[config.mk]
export PLATFORM = sky130hd
export DESIGN_NAME = uart_tx_arbiter
export DESIGN_NICKNAME = d
export VERILOG_FILES = /design/src/rtl/uart_tx_arbiter.sv
export SDC_FILE = /design/constraint.sdc
export NUM_CORES = 1
export LEC_CHECK = 0
export ABC_AREA = 0
export BUFFER_PORTS_ARGS = -buffer_cell sky130_fd_sc_hd__buf_2
export CORE_UTILIZATION = 51
export CTS_BUF_LIST = sky130_fd_sc_hd__clkbuf_4 sky130_fd_sc_hd__clkbuf_8
export DETAILED_ROUTE_END_ITERATION = 6
export GPL_ROUTABILITY_DRIVEN = 0
export GPL_TIMING_DRIVEN = 0
export HOLD_SLACK_MARGIN = 0.12
export PLACE_DENSITY = 0.91
export SLEW_MARGIN = 20
export SYNTH_ARGS = -nofsm -noshare
export SYNTH_HDL_FRONTEND = slang
export SYNTH_SLANG_ARGS = --single-unit
[constraint.sdc]
create_clock -name PCLK -period 3.5 [get_ports PCLK]
set_clock_uncertainty 0.2 [all_clocks]
set_input_delay 0.525 -clock PCLK [delete_from_list [all_inputs] [get_ports PCLK]]
set_output_delay 0.525 -clock PCLK [all_outputs]
set_load 0.02 [all_outputs]
[src/rtl/uart_tx_arbiter.sv]
// uart_tx_arbiter: shares one UART TX FIFO write port between NUM_REQ byte
// producers. Round-robin arbitration with burst locking keeps each message
// contiguous in the FIFO. A grant is released on a last beat or after
// MAX_BURST beats, whichever comes first.
// Optional build macro: UART_TX_ARB_PRIO0_EN gives requester 0 absolute
// priority at arbitration time; the remaining requesters stay round-robin.
module uart_tx_arbiter #(
  parameter int unsigned NUM_REQ   = 2,
  parameter int unsigned DATA_W    = 8,
  parameter int unsigned MAX_BURST = 16
) (
  input  logic                      PCLK,
  input  logic                      PRESET,
  input  logic [NUM_REQ-1:0]        req_valid,
  input  logic [NUM_REQ*DATA_W-1:0] req_data,
  input  logic [NUM_REQ-1:0]        req_last,
  output logic [NUM_REQ-1:0]        req_ready,
  input  logic                      TX_full,
  output logic                      TX_wr,
  output logic [DATA_W-1:0]         TX_wdata,
  output logic [NUM_REQ-1:0]        grant,
  output logic                      busy
);

  localparam int unsigned PTR_W = (NUM_REQ > 1) ? $clog2(NUM_REQ) : 1;
  localparam int unsigned CNT_W = 8;
  localparam logic [CNT_W-1:0] BURST_MAX = CNT_W'(MAX_BURST);

  typedef enum logic {ST_IDLE, ST_LOCK} state_t;

  state_t             state_q, state_d;
  logic [NUM_REQ-1:0] grant_q, grant_d;
  logic [PTR_W-1:0]   rr_ptr_q, rr_ptr_d;
  logic [CNT_W-1:0]   beat_cnt_q, beat_cnt_d;
  logic [CNT_W-1:0]   cnt_inc;

  logic               found;
  logic [PTR_W-1:0]   pick;
  logic [PTR_W-1:0]   cand;
  logic [PTR_W-1:0]   release_ptr;
  logic [DATA_W-1:0]  sel_data;
  logic               sel_last;
  logic               beat;

  // Round-robin scan starting at rr_ptr; first valid requester wins
  always_comb begin
    found = 1'b0;
    pick  = '0;
    cand  = '0;
    for (int unsigned k = 0; k < NUM_REQ; k++) begin
      cand = PTR_W'((32'(rr_ptr_q) + k) % NUM_REQ);
`ifdef UART_TX_ARB_PRIO0_EN
      if (!found && req_valid[cand] && (cand != '0)) begin
`else
      if (!found && req_valid[cand]) begin
`endif
        found = 1'b1;
        pick  = cand;
      end
    end
`ifdef UART_TX_ARB_PRIO0_EN
    if (req_valid[0]) begin
      found = 1'b1;
      pick  = '0;
    end
`endif
  end

  // Granted requester's byte, last flag and the pointer to resume from
  always_comb begin
    sel_data    = '0;
    release_ptr = '0;
    for (int unsigned i = 0; i < NUM_REQ; i++) begin
      if (grant_q[i]) begin
        sel_data    = req_data[i*DATA_W +: DATA_W];
        release_ptr = PTR_W'((i + 1) % NUM_REQ);
      end
    end
    sel_last = |(grant_q & req_last);
  end

  // Handshake and FIFO write, combinational from the held grant
  always_comb begin
    req_ready = grant_q & {NUM_REQ{~TX_full}};
    beat      = |(req_valid & req_ready);
    TX_wr     = beat;
    TX_wdata  = beat ? sel_data : '0;
  end

  // Next-state: grant on arbitration, count beats, release on last or burst cap
  always_comb begin
    state_d    = state_q;
    grant_d    = grant_q;
    rr_ptr_d   = rr_ptr_q;
    beat_cnt_d = beat_cnt_q;
    cnt_inc    = beat_cnt_q + CNT_W'(1);
    case (state_q)
      ST_IDLE: begin
        if (found) begin
          grant_d = NUM_REQ'(1) << pick;
          state_d = ST_LOCK;
        end
      end
      ST_LOCK: begin
        if (beat) begin
          beat_cnt_d = cnt_inc;
          if (sel_last || (cnt_inc == BURST_MAX)) begin
            grant_d    = '0;
            beat_cnt_d = '0;
            rr_ptr_d   = release_ptr;
            state_d    = ST_IDLE;
          end
        end
      end
    endcase
  end

  // State register with synchronous reset
  always_ff @(posedge PCLK) begin
    if (PRESET) begin
      state_q    <= ST_IDLE;
      grant_q    <= '0;
      rr_ptr_q   <= '0;
      beat_cnt_q <= '0;
    end else begin
      state_q    <= state_d;
      grant_q    <= grant_d;
      rr_ptr_q   <= rr_ptr_d;
      beat_cnt_q <= beat_cnt_d;
    end
  end

  assign grant = grant_q;
  assign busy  = (state_q == ST_LOCK);

endmodule

### Yosys cells after proc, flatten, opt, wreduce, memory -nomap -nowiden

Cells that the tools add are included.

* input bits: 23
* output and inout port bits: 14
* word-level logic and storage cells: 48
* register bits: 12

* $add $sub $neg: 2
* bitwise gates (word level): 5
* eq/ne operators: 4
* reductions and logical operators: 8
* magnitude comparators: 2
* multiplexer cells: 22
* shifts and indexed selects: 1

Operators by type and width (count)
* two-way mux 8 bit: 4
* two-way mux 1 bit: 13
* adder 8 x 1 -> 8 bit, second input constant: 1
* equality test 8 x 5 -> 1 bit, second input constant: 1
* AND 2 bit: 3
* two-way mux 2 bit: 3
* AND reduction 3 bit: 2
* < comparator 1 x 2 -> 1 bit, second input constant: 2
* != test 2 bit, second input constant: 2
* case mux 2 bit (2 select lines): 1
* OR reduction 2 bit: 2
* != test 2 x 1 -> 1 bit, second input constant: 1
* inverter 1 bit: 2
* case mux 1 bit (2 select lines): 1
* AND reduction 2 bit: 1
* left shift 1 x 1 -> 2 bit, first input constant: 1
* adder 1 bit, second input constant: 1
* logical AND 1 bit: 1
* zero test 1 bit: 1
* logical OR 1 bit: 1

### Depth between registers and ports, before layout

* word-level depth: 9
* depth in mapped cells: 6
* mapped depth without buffers: 6

### Worst setup path before layout

OpenSTA, ideal clock, no wires.

* kind: register to output
* start: register grant_q[0], in the netlist grant[0]
* end: output TX_wdata[0]
* data required time: 2.775 ns
* slack: 1.422 ns
* cell stages (with the launch flop): 5
* buffers on the path: 1
* data arrival time: 1.353 ns
* cells stage by stage: dfxtp_1 > a22oi_1 > or2_1 > buf_2 > nor2_1

* cells in the longest elaborated chain, start to end: 4
* elaborated cells on any way between the ends: 6
* classes of those cells: 3 x mux; 2 x bitwise; 1 x reduce/logical

RTL lines
* from (decl): RTL line 32 `logic [NUM_REQ-1:0] grant_q, grant_d;`
* from (signal assigned): RTL line 127 `grant_q <= grant_d;`
* AND 2 bit: RTL line 84 `req_ready = grant_q & {NUM_REQ{~TX_full}};`
* AND 2 bit: RTL line 85 `beat = |(req_valid & req_ready);`
* OR reduction 2 bit: RTL line 85
* two-way mux 8 bit *: RTL line 87 `TX_wdata = beat ? sel_data : '0;`
* to (decl): RTL line 20 `output logic [DATA_W-1:0] TX_wdata,`

Every way passes the cells marked *; elsewhere a longest branch is shown, timed or not.

### Worst setup path in the final report

* start: register grant_q[0], in the netlist grant[0]
* end: output TX_wdata[4]

Same word-level chain as after synthesis.

==> out/summary.log <==
[worst_setup_path] required time worst endpoint 2770 ps
[route] detail-routed net length per standard cell 13.5 µm
[timing] total negative slack 0 ps
[worst_setup_path] endpoint type of the worst setup path output port
[worst_setup_path] maximum fanout along the worst path 9
[worst_setup_path] worst reg2reg path startpoint beat_cnt_q[0]
[yosys] gate count of the mapped netlist 99
[final_layout] layout cell share with drive strength beyond 1 0.338
[cts] worst skew pair latency 270 ps
[final_layout] layout filler cell count 113
[final_layout] highest-count cells in the layout ignoring fill and taps sky130_fd_sc_hd__buf_2 (37), sky130_fd_sc_hd__dfxtp_1 (12), sky130_fd_sc_hd__a22oi_1 (10), sky130_fd_sc_hd__nor2_1 (10), sky130_fd_sc_hd__nand2_1 (6)
[worst_setup_path] setup slack of the most critical reg-to-reg path 1650 ps
[floorplan] number of top-level pins 37
[power_and_ir_drop] total power density per cell area 313 nW/µm²
[route] Via density 5.73
[timing] hold slack 289 ps
[global_routing] via count of the first global-routing pass 710
[job] max-capacitance violation count 0
[power_and_ir_drop] proportion of power drawn by flip-flops and latches 0.452
[timing] fin. max-slew vios 0
[yosys] Avg Cell Area, Syn 7.99 µm²
[cts] clock tree from TritonCTS done
[cts] Post-CTS Resized 0
[yosys] flip-flop and latch count after synthesis 12
[route] remaining number of nets flagged by the antenna check after routing 0
[yosys] net count of the mapped netlist 124
[worst_setup_path] stage delay of the slowest cell on the critical path 440 ps
[timing] actual transition at the worst max-transition pin 410 ps
[power_and_ir_drop] Power Total 0.321 mW
[worst_setup_path] capturing instance or port of the critical path TX_wdata[4]
[route] DRC marker count from the first detailed-route iteration 28
[power_and_ir_drop] Static Leak 0.458 nW
[final_layout] Layout Nets 165
[cts] clock slew at the register clock pins of the worst setup and hold paths 80 ps
[route] overall routed net length 2080 µm
[cts] H-tree levels 1
[timing] Fmax achieved 0.421 GHz
[cts] number of buffers created by CTS 3
[worst_setup_path] Arr. time, crit path 1650 ps
[cts] cell at the root of the clock tree sky130_fd_sc_hd__clkbuf_4
[floorplan] Die Area 1710 µm²
[route] vias 882
[final_layout] final cell utilization of the core 0.751
[timing] endpoints failing setup 0
[power_and_ir_drop] internal power summed over all cells 0.230 mW
[global_routing] total global-route track usage 0.271
[status] status finished, final reports clean
[yosys] post-synthesis sequential area ratio 0.304
[floorplan] chip height 41.4 µm
[power_and_ir_drop] Switching Power 0.0911 mW
[final_layout] number of standard cells in the final layout excluding fillers 154
[power_and_ir_drop] fraction of power consumed by combinational cells 0.199
[final_layout] most common library cell in the layout ignoring fill and taps sky130_fd_sc_hd__buf_2
[yosys] Post-Synthesis Cell Area 791 µm²
[floorplan] DIE WIDTH 41.4 µm
[final_layout] area of combinational cells with multiple inputs 515 µm²
[yosys] count of yosys warnings during synthesis 0
[cts] buffers from clock root to sink, at most 2
[cts] total setup buffers inserted after CTS 0
[global_routing] total overflow reported by the global router 0
[route] count of unresolved DRC violations after routing 0
[timing] max-slew headroom at the worst pin 0.724
[global_routing] antenna violations before repair 0
[worst_setup_path] path type of the worst setup path register to output port
[worst_setup_path] endpoint of the worst register-to-register path rr_ptr_q
[route] detailed-router iteration count before antenna repair 4
[cts] total number of clock tree sinks 12
[power_and_ir_drop] clock network fraction of total power 0.349
[floorplan] floorplan row count 13
[cts] number of hold buffers added after cts 0
[final_layout] Sequential cell area 240 µm²
[global_routing] first-pass GRT wire length 3060 µm
[power_and_ir_drop] maximum vdd drop 334 µV
[worst_hold_path] hold crit path type register to register
[power_and_ir_drop] net switching fraction of the power 0.284
[final_layout] layout overhead on the synthesized area 29.7%
[place] Post-DP HPWL 1610 µm
[final_layout] diodes inserted 0
[worst_setup_path] launching element type of the critical path register
[yosys] unique cell type count in the Yosys netlist 35
[worst_setup_path] launching instance or port of the critical path grant[0]
[global_routing] maximum number of pins on one net before global-route repair 11
[place] I/O Buffers 36
[timing] unrepaired setup endpoints after global routing false
[floorplan] area of the core 1370 µm²
[timing] Final Cycle Share 0.679
[timing] final hold violation count 0
[worst_setup_path] cell count of the worst reg-to-reg path 6
[floorplan] initial core utilization 0.579
[place] Placed Instances 150
[timing] final critical-path required period 2380 ps
[worst_setup_path] critical-path cell list nor2b_1 > buf_1 > a22oi_1 > nor2_1 > buf_2
[worst_setup_path] Max stage delay cell, worst path sky130_fd_sc_hd__dfxtp_1
worst max-delay path, delay by kind of cell (launching register included):
family                 cells  cell delay (ps)
AO/OA/AOI/OAI              1              160
flip-flops                 1              440
AND/OR/NAND/NOR            2              270
buffers and inverters      2              500
synthesized netlist by cell type, drive strengths merged:
master | number | area share
a21o | 1 | 0.011
and3 | 3 | 0.025
o32ai | 1 | 0.011
o21ai | 5 | 0.032
nand2b | 3 | 0.024
nor2 | 10 | 0.047
nand3b | 2 | 0.019
nand4b | 2 | 0.022
buf | 3 | 0.021
xor2 | 5 | 0.055
ha | 2 | 0.032
nand3 | 1 | 0.0063
nor4 | 1 | 0.0079
or2 | 1 | 0.0079
nand4 | 3 | 0.024
nor3 | 6 | 0.051
o21a | 1 | 0.019
nor2b | 3 | 0.024
xnor2 | 1 | 0.011
nor3b | 1 | 0.0095
a311oi | 1 | 0.011
inv | 3 | 0.014
a31oi | 2 | 0.016
mux2i | 1 | 0.013
clkbuf | 2 | 0.0095
a22oi | 10 | 0.095
o22ai | 1 | 0.0079
a21oi | 5 | 0.032
a22o | 1 | 0.011
nand2 | 6 | 0.028
dfxtp | 12 | 0.30
metal layers:
metal,routed length (µm),track usage,part of all wire,up-vias
met2,1010,0.406,0.48,25
met1,958,0.382,0.46,408
met3,87,0.0638,0.042,4
li1,-,-,-,445
met4,25,0.0806,0.012,0
met5,0,0,0,-
cell type report:
class,count,share of cell area
plain buffers,5,0.0232
clock buffers,4,0.0354
inverters,3,0.0110
multi-input cells,79,0.502
flip-flops and latches,12,0.234
well taps,15,0.0183
repair buffers,36,0.176
stage by stage:
| stage | setup slack (ps) | instance area [µm²] |
|---|---|---|
| after global routing | 981 | 1030 |
| after floorplan | 1420 | 791 |
| after detailed placement | 1330 | 990 |
| after CTS | 1150 | 1030 |
| final | 1120 | 1030 |
| after global placement | 1340 | 990 |
worst min-delay path by stage:
stage,start,to,depth (start not counted)
after detailed placement,rr_ptr_q,rr_ptr_q,2
final,rr_ptr_q,rr_ptr_q,2
after global routing,rr_ptr_q,rr_ptr_q,2
after global placement,rr_ptr_q,rr_ptr_q,2
after floorplan,rr_ptr_q,rr_ptr_q,2
after CTS,rr_ptr_q,rr_ptr_q,2
power by group through the flow:
stage               combinational (mW)  sequential [mW]  clock [mW]
global placement                0.0603            0.148           0
global route                    0.0701            0.146       0.118
CTS                             0.0630            0.145       0.112
finish                          0.0637            0.145       0.112
floorplan                       0.0333            0.151           0
detailed placement              0.0628            0.148           0
flip-flops by register name (all words and copies together) (netlist names):
| signal | cells |
|---|---|
| busy | 1 |
| rr_ptr_q | 1 |
| grant | 2 |
| beat_cnt_q | 8 |
cells by family (layout without fill, tap and decap cells):
group                    Yosys count  after routing  share of synthesized area
buffers and inverters              8             48                     0.0443
multiplexers                       1              1                     0.0127
AND/OR/NAND/NOR                   42             42                      0.296
AO/OA/AOI/OAI                     28             28                      0.245
adder cells (fa/ha/maj)            2              2                     0.0316
XOR/XNOR                           6              6                     0.0665
flip-flops                        12             12                      0.304
Power figures use the tool's default switching activity.
